### config.mk
export PLATFORM = sky130hd
export DESIGN_NAME = mul_pipe_stage
export DESIGN_NICKNAME = d
export VERILOG_FILES = /design/src/rtl/mul_pipe_stage.sv
export SDC_FILE = /design/constraint.sdc
export NUM_CORES = 1
export LEC_CHECK = 0
export ABC_CLOCK_PERIOD_IN_PS = 6600
export CORE_UTILIZATION = 56
export DETAILED_ROUTE_END_ITERATION = 8
export PLACE_DENSITY = 0.85
export SYNTH_ARGS = -nofsm -noshare
export SYNTH_HDL_FRONTEND = slang
export SYNTH_SLANG_ARGS = --single-unit
### constraint.sdc
create_clock -name clk -period 6.6 [get_ports clk]
set_input_delay 1.98 -clock clk [delete_from_list [all_inputs] [get_ports clk]]
set_output_delay 1.98 -clock clk [all_outputs]
set_load 0.05 [all_outputs]
### src/rtl/mul_pipe_stage.sv
// Purpose : two-stage 32x32 multiply stage (operand reg -> tree multiplier -> result reg).
// Latency : 2 cycles from accept to wb_valid with writeback ready; 1 request/cycle throughput.
// Backpressure: wb_ready low holds the result; in_ready drops only when both slots are full.
//
// Ports:
//   clk, rst_n           single clock, synchronous active-low reset
//   in_valid/in_ready    request handshake; in_a, in_b signed operands, in_rd destination tag
//   flush                kills both pipeline slots (results handed off this cycle still count)
//   wb_valid/wb_ready    result handshake; wb_data low 32 bits of product, wb_rd its tag
//   busy                 any slot occupied
//   perf_cnt             saturating completion count, present only with MUL_PERF_CNT_EN defined
//                        (constant zero otherwise)

// Combinational low-32 multiplier: partial products summed in a binary adder tree.
// Only the low 32 bits are kept, so unsigned partial products give the signed result too.
module mul_tree32 (
    input  logic [31:0] a,
    input  logic [31:0] b,
    output logic [31:0] p
);
    logic [31:0] lvl [6][32];

    always_comb begin
        for (int l = 0; l < 6; l++) begin
            for (int i = 0; i < 32; i++) begin
                lvl[l][i] = '0;
            end
        end
        for (int i = 0; i < 32; i++) begin
            lvl[0][i] = b[i] ? (a << i) : 32'd0;
        end
        for (int l = 1; l < 6; l++) begin
            for (int i = 0; i < (32 >> l); i++) begin
                lvl[l][i] = lvl[l-1][2*i] + lvl[l-1][2*i+1];
            end
        end
    end

    assign p = lvl[5][0];
endmodule

module mul_pipe_stage #(
    parameter int TAG_W  = 5,
    parameter int PERF_W = 16
) (
    input  logic              clk,
    input  logic              rst_n,
    input  logic              in_valid,
    output logic              in_ready,
    input  logic [31:0]       in_a,
    input  logic [31:0]       in_b,
    input  logic [TAG_W-1:0]  in_rd,
    input  logic              flush,
    output logic              wb_valid,
    input  logic              wb_ready,
    output logic [31:0]       wb_data,
    output logic [TAG_W-1:0]  wb_rd,
    output logic              busy,
    output logic [PERF_W-1:0] perf_cnt
);
    // S1 operand slot
    logic             v1_q, v1_d;
    logic [31:0]      a_q, a_d, b_q, b_d;
    logic [TAG_W-1:0] rd_q, rd_d;
    // S2 result slot
    logic             v2_q, v2_d;
    logic [31:0]      wb_data_q, wb_data_d;
    logic [TAG_W-1:0] wb_rd_q, wb_rd_d;

    logic [31:0] prod;
    logic        adv2;
    logic        accept;
    logic        wb_fire;

    mul_tree32 u_mul (
        .a (a_q),
        .b (b_q),
        .p (prod)
    );

    // S1 may move forward when S2 is empty or being drained this cycle.
    assign adv2    = v1_q & (~v2_q | wb_ready);
    // Gated by rst_n so nothing is accepted while the pipeline is being cleared.
    assign in_ready = rst_n & ~flush & (~v1_q | adv2);
    assign accept  = in_valid & in_ready;
    assign wb_fire = v2_q & wb_ready;

    always_comb begin
        v1_d      = v1_q;
        a_d       = a_q;
        b_d       = b_q;
        rd_d      = rd_q;
        v2_d      = v2_q;
        wb_data_d = wb_data_q;
        wb_rd_d   = wb_rd_q;

        if (accept) begin
            a_d  = in_a;
            b_d  = in_b;
            rd_d = in_rd;
            v1_d = 1'b1;
        end else if (adv2) begin
            v1_d = 1'b0;
        end

        if (adv2 && !flush) begin
            wb_data_d = prod;
            wb_rd_d   = rd_q;
            v2_d      = 1'b1;
        end else if (wb_fire) begin
            v2_d = 1'b0;
        end

        // A handshake in the flush cycle has already completed; everything else dies.
        if (flush) begin
            v1_d = 1'b0;
            v2_d = 1'b0;
        end
    end

    always_ff @(posedge clk) begin
        if (!rst_n) begin
            v1_q      <= 1'b0;
            a_q       <= '0;
            b_q       <= '0;
            rd_q      <= '0;
            v2_q      <= 1'b0;
            wb_data_q <= '0;
            wb_rd_q   <= '0;
        end else begin
            v1_q      <= v1_d;
            a_q       <= a_d;
            b_q       <= b_d;
            rd_q      <= rd_d;
            v2_q      <= v2_d;
            wb_data_q <= wb_data_d;
            wb_rd_q   <= wb_rd_d;
        end
    end

    assign wb_valid = v2_q;
    assign wb_data  = wb_data_q;
    assign wb_rd    = wb_rd_q;
    assign busy     = v1_q | v2_q;

`ifdef MUL_PERF_CNT_EN
    logic [PERF_W-1:0] perf_q, perf_d;

    // Saturates at all-ones rather than wrapping.
    always_comb begin
        perf_d = perf_q;
        if (wb_fire && (perf_q != {PERF_W{1'b1}})) begin
            perf_d = perf_q + 1'b1;
        end
    end

    always_ff @(posedge clk) begin
        if (!rst_n) begin
            perf_q <= '0;
        end else begin
            perf_q <= perf_d;
        end
    end

    assign perf_cnt = perf_q;
`else
    assign perf_cnt = '0;
`endif
endmodule

==> reports/summary.txt, run 1 <==
Die Height: 187.5 um
Worst-Skew Late Latency: 380 ps
Netlist cell types: 56
Starting Density: 57.17%
Hold Path Class: register to register
Hold Path Sink: wb_data[13]$_SDFFE_PN0P_
Slew headroom: 35.56%
CTS tree: built
slew at the pin closest to its max-slew limit: 963.2 ps
Vias/cell: 5.502
initial antenna violation count: 1
post-layout minimum cycle time: 6416 ps
IO Port Bufs: 113
CP Data Required Time: 6900 ps
# setup viols final: 0
post-DR wirelength/cell: 18.77 um
TritonCTS buffer count: 9
Routed Wire Length: 52230 um
Layout area overhead: 15.29%
YS warnings: 0
sequential area share after synthesis: 11.22%
number of DRC markers in iteration 0: 1285
synth cell count leaders: nand2_1, fa_1, inv_1, and2_1, clkbuf_1
ANT nets after route: 0
Clock Skew: 16.49 ps
first-pass GRT wire length: 82280 um
VDD IR-drop max: 0.1276 mV
clock power share: 33.6%
Crit Path Max Fanout: 10
hold_buf cts: 0
Combinational Power Share: 23.1%
Register-to-Register Path Depth: 23
core area: 33700 um^2
Psw: 0.5301 mW
type of the worst setup path: register to register
CP endpoint kind: register
flops & latches, synth: 108
# H-tree levels: 3
Seq pwr share: 43.2%
Area contributors post-synth: fa_1, dfxtp_1, nand2_1
chip width: 187.5 um
Critical Path Source: b_q[1]$_SDFFE_PN0P_
fillers: 2616
cell-internal power: 1.080 mW
Setup WS post-layout: 183.9 ps
power density over cell area: 72.51 nW/um^2
clk sinks: 108
Async SR Flop Fraction: 0%
routed via count: 15310
Final TNS setup: 0 ps
Avg Inst Size Synth: 8.733 um^2
area of the mapped netlist: 19260 um^2
GRT overflow: 0
I/O pin total: 130
Max Buffers Root-to-Sink: 2
gpl congestion: 1.000
DP HPWL: 40910 um
Max Slew Vio Count: 0
Hold Path Cell Cnt: 2
status: completed
Worst setup SP type: register
Hold Fails Final Rpt: 0
R2R Setup Slk: 180 ps
# diodes: 0
drt pass-1 iters: 5
Max-Cap Viols: 0
RR Startpoint: b_q[1]$_SDFFE_PN0P_
Rows: 67
period utilisation layout: 97.21%
Lkg Pwr: 10.20 nW
Hold WS: 457.6 ps
utilization after layout: 65.91%
reg2reg end: wb_data[30]$_SDFFE_PN0P_
RSZ-0062 raised after global routing: yes
hold_sp: wb_data[13]$_SDFFE_PN0P_
fmax: 155.9 MHz
clk root buf: clkbuf_16
Post-synth EDFFs: 0
top_reg_cell synth: dfxtp_1
vias in the first global route: 16410
synthesized instance count: 2206
area of the die: 35150 um^2
clock-pin slew on the worst setup and hold paths: 80 ps
DRC viols: 0
cell taking the most area after synthesis: fa_1
largest net degree at the start of global routing: 91
worst slack at placement: -138.9 ps
most common cell in the netlist: nand2_1
Net Sw Frac: 32.92%
layout cells sized above 1: 9.422%
GRT Util Overall: 29.96%
Critical Path AT: 6710 ps
area share of the largest cell type after synthesis: 43.02%
number of nets in the layout: 2935
-- timing repair --
action                                  in CTS  in global routing
cloned                                       0                  3
pin swaps                                    0                 19
setup buffers                                0                 13
endpoints found under the setup margin       7                 12
gates resized for setup                     11                 62
-- cells in the final DEF, fill, tap and decap left out, drive strengths merged, types with 13 or more instances in the layout --
master and instances:
nor2 13, xor2 13, clkbuf 15, fa 414
ha 117, xnor2 58, buf 130, a21oi 115
and2 209, conb 16, inv 408, dfxtp 108
nand2 514, clkdlybuf4s50 113, o21ai 16
-- worst max-delay path, cell delays in order (launching register included) --
cell	delay (ps)
dfxtp_4	390
buf_6	150
and2_1	150
fa_2	560
inv_1	60
fa_2	530
inv_1	50
fa_2	520
fa_1	430
fa_1	520
inv_1	50
fa_1	550
inv_1	70
ha_1	280
ha_2	320
ha_2	190
a21o_1	120
a21o_1	110
a21o_1	160
o21ba_4	180
o31ai_4	270
a31oi_4	140
or4_4	430
o211ai_1	110
-- cells by family (layout without fill, tap and decap cells) --
logic type,Yosys count,after routing,share of synthesized area (%)
and+or+nand+nor,768,768,18.13
buffers and inverters,554,668,11.15
adders and majority gates,531,531,50.62
AOI/OAI and AO/OA,172,172,5.508
DFF,108,108,11.22
xor gates and xnor gates,72,72,3.345
other,1,16,0.01947
-- worst max-delay path by stage --
stage                                          end  slack [ps]  cells after the start
after floorplan           wb_data[28]$_SDFFE_PN0P_         100                     23
after global placement    wb_data[28]$_SDFFE_PN0P_         -20                     23
final                     wb_data[30]$_SDFFE_PN0P_         180                     23
after global routing      wb_data[25]$_SDFFE_PN0P_          -4                     23
after CTS                 wb_data[28]$_SDFFE_PN0P_          30                     21
after detailed placement  wb_data[28]$_SDFFE_PN0P_        -140                     23
-- power by group through the flow --
| stage | combinational [mW] | clock, mW | sequential, mW |
|---|---|---|---|
| finish | 0.372 | 0.542 | 0.696 |
| global route | 0.401 | 0.572 | 0.699 |
| CTS | 0.353 | 0.548 | 0.699 |
| detailed placement | 0.351 | 0 | 0.713 |
| global placement | 0.339 | 0 | 0.712 |
| floorplan | 0.203 | 0 | 0.699 |
-- area by class of cell --
cell class	count	area (um^2)	area share (%)
clock inverter	4	33.78	0.1521
inverter	406	1524	6.862
clock buffer	12	236.5	1.065
multi-input combinational	1559	15200	68.45
tap	448	560.5	2.524
timing repair buffer	246	2425	10.92
sequential	108	2227	10.03
-- per-layer routing --
layer	up-vias	part of all wire [%]	global-route usage, %	routed length, um
li1	6682	-	-	-
met4	0	5.4	14.54	2816
met1	7678	37	37.99	19080
met5	-	0	0	0
met3	174	8.3	4.015	4328
met2	777	50	50.73	26010
-- through the flow --
step,power (mW),instances,instance area [um^2]
floorplan,0.9012,2221,19320
global placement,1.051,2751,21510
detailed placement,1.064,2751,21510
CTS,1.599,2767,21800
global route,1.671,2783,22210
finish,1.610,2783,22210
-- registers in the layout, indices dropped and copies added, names as in the netlist --
register  flops
wb_data      32
rd_q          5
b_q          32
wb_valid      1
v1_q          1
wb_rd         5
a_q          32
(Power assumes the default switching activity.)
==> run 2: changes to the inputs <==
CORE_MARGIN = 10   (was not set)
GPL_ROUTABILITY_DRIVEN = 1   (was not set)
==> reports/summary.txt, run 2 (same netlist as run 1, synthesis figures left out) <==
routed via count: 15350 (+0.27%)
most frequent cells in the layout: nand2_1, fa_1, inv_1
clk root buf: clkbuf_16
worst slack at placement: -97.37 ps (+41.51 ps)
Worst-Skew Late Latency: 390 ps (about the same)
power density over cell area: 75.48 nW/um^2 (+4.1%)
multi-input logic area: 15110 um^2 (-0.62%)
IO Port Bufs: 113 (unchanged)
Psw: 0.5537 mW (+4.4%)
Max-Cap Viols: 0 (unchanged)
Layout area overhead: 15.19% (about the same)
Hold WS: 455.9 ps (-1.684 ps)
# H-tree levels: 3 (unchanged)
RSZ-0062 raised after global routing: yes
area of the die: 42220 um^2 (+20%)
clk sinks: 108 (unchanged)
layout cells sized above 1: 8.990% (-0.43 points)
hold_buf cts: 0 (unchanged)
Slew headroom: 37.43% (+1.9 points)
RR Startpoint: b_q[8]$_SDFFE_PN0P_
most common cell after layout, fill and taps aside: nand2_1
CP max-delay cell: fa_1
total power: 1.675 mW (+4.0%)
TritonCTS buffer count: 9 (unchanged)
CTS tree: built
number of nets in the layout: 2936 (+0.034%)
slew at the pin closest to its max-slew limit: 938.6 ps (-24.66 ps)
worst setup path end: wb_data[28]$_SDFFE_PN0P_
Critical Path Source: b_q[8]$_SDFFE_PN0P_
fillers: 2602 (-0.54%)
drt pass-1 iters: 6 (+1)
CP endpoint kind: register
Die Height: 205.5 um (+9.6%)
Vias/cell: 5.512 (+0.20%)
Hold Fails Final Rpt: 0 (unchanged)
CP Data Required Time: 6870 ps (-30 ps)
Storage cell area: 2226 um^2 (about the same)
placed insts: 2756 (+0.18%)
Starting Density: 57.17% (unchanged)
reg2reg end: wb_data[28]$_SDFFE_PN0P_
R2R Setup Slk: 150 ps (-40 ps)
design area: 22190 um^2 (about the same)
crit-path max cell delay: 540 ps (-20 ps)
largest net degree at the start of global routing: 89 (-2.2%)
core area: 33700 um^2 (unchanged)
Crit Path Max Fanout: 25 (+15)
first-pass GRT wire length: 84810 um (+3.1%)
Net Sw Frac: 33.06% (+0.14 points)
DP Area: 21550 um^2 (+0.17%)
Worst setup SP type: register
ANT nets after route: 0 (unchanged)
Max Buffers Root-to-Sink: 2 (unchanged)
VDD IR-drop max: 0.1499 mV (+17%)
Clock Skew: 14.99 ps (-1.504 ps)
Seq pwr share: 41.5% (-1.7 points)
Lkg Pwr: 10.27 nW (+0.60%)
clock-pin slew on the worst setup and hold paths: 80 ps (about the same)
I/O pin total: 130 (unchanged)
Critical Path AT: 6720 ps (about the same)
DRC viols: 0 (unchanged)
Setup WS post-layout: 145.8 ps (-38.13 ps)
number of DRC markers in iteration 0: 1384 (+7.7%)
gpl congestion: 0.9471 (-5.3%)
Critical Path Most Common Cell: fa_1
Rows: 67 (unchanged)
chip width: 205.5 um (+9.6%)
# setup viols final: 0 (unchanged)
CP Cell Sequence: buf_12 > and2_4 > fa_1 > inv_1 > fa_1 > inv_1 > fa_1 > fa_1 > fa_1 > inv_1 > fa_1 > inv_1 > ha_1 > ha_1 > ha_1 > a21o_1 > a21o_1 > a21o_1 > o21ba_2 > o31ai_4 > a31oi_4 > nor4_1 > a311o_1
period utilisation layout: 97.79% (+0.58 points)
post-DR wirelength/cell: 19.25 um (+2.6%)
GRT overflow: 0 (unchanged)
GRT Util Overall: 25.32% (-4.6 points)
clock power share: 36.3% (+2.7 points)
status: completed
Max Slew Vio Count: 0 (unchanged)
initial antenna violation count: 4 (+3)
vias in the first global route: 16710 (+1.8%)
post-layout minimum cycle time: 6454 ps (+38.13 ps)
type of the worst setup path: register to register
Hold Path Class: register to register
Layout Cells excl Fill: 2785 (+0.072%)
cell-internal power: 1.121 mW (+3.8%)
fmax: 154.9 MHz (-0.59%)
Combinational Power Share: 22.2% (-0.9 points)
Register-to-Register Path Depth: 23 (unchanged)
Routed Wire Length: 53600 um (+2.6%)
DP HPWL: 42600 um (+4.1%)
run 2: cell types whose count changed in the layout (fill, tap and decap cells not counted), sizes merged:
| cell | delta |
|---|---|
| bufinv | +1 |
| diode | +1 |
| clkinv | +1 |
| clkbuf | -1 |
| buf | -1 |
| clkinvlp | +1 |
run 2: layout make-up:
cell class                      instances  share of cell area (%)
Tap cell                              448                   2.526
Timing Repair Buffer                  247                   11.07
Multi-Input combinational cell       1559                   68.09
Clock inverter                          7                  0.3890
Clock buffer                            9                   1.015
Inverter                              406                   6.867
Antenna cell                            1                 0.01128
Sequential cell                       108                   10.03
run 2: how the worst min path moves through the flow:
| stage | from | end | depth (start not counted) |
|---|---|---|---|
| 2_1_floorplan | rd_q[0]$_SDFFE_PN0P_ | wb_rd[0]$_SDFFE_PN0P_ | 2 |
| 3_3_place_gp | wb_data[13]$_SDFFE_PN0P_ | wb_data[13]$_SDFFE_PN0P_ | 2 |
| 3_5_place_dp | wb_data[21]$_SDFFE_PN0P_ | wb_data[21]$_SDFFE_PN0P_ | 2 |
| 4_1_cts | wb_data[2]$_SDFFE_PN0P_ | wb_data[2]$_SDFFE_PN0P_ | 2 |
| 5_1_grt | rd_q[2]$_SDFFE_PN0P_ | wb_rd[2]$_SDFFE_PN0P_ | 2 |
| 6_report | wb_data[2]$_SDFFE_PN0P_ | wb_data[2]$_SDFFE_PN0P_ | 2 |
run 2: power by group through the flow:
stage	clock, mW	combinational (mW)	sequential [mW]
finish	0.609	0.372	0.694
global route	0.629	0.401	0.697
CTS	0.614	0.355	0.695
detailed placement	0	0.352	0.710
global placement	0	0.344	0.709
floorplan	0	0.203	0.699
run 2: through the flow:
step	utilization [%]	setup TNS, ps
6_report	65.85	0
5_1_grt	65.85	-48.31
4_1_cts	64.90	0
3_5_place_dp	63.95	-188.7
3_3_place_gp	63.95	0
2_1_floorplan	-	0
run 2: repair_timing:
item | CTS | global route
endpoints found under the setup margin | 7 | 13
buffers inserted | 0 | 8
resized for setup | 7 | 55
gates cloned | 0 | 4
pin swaps | 2 | 14
run 2: critical path, delay by kind of cell (launching register included):
kind / cells / cell delay (ps)
AOI/OAI and AO/OA: 7 / 1490
buffers and inverters: 5 / 370
adders and majority gates: 9 / 3900
and+or+nand+nor: 2 / 240
DFF: 1 / 330
run 2: routing by layer:
metal / GRT usage [%] / routed length, um
met1: 31.08 / 19910
met2: 43.86 / 26740
met3: 3.648 / 4455
met4: 10.53 / 2488
met5: 0 / 9
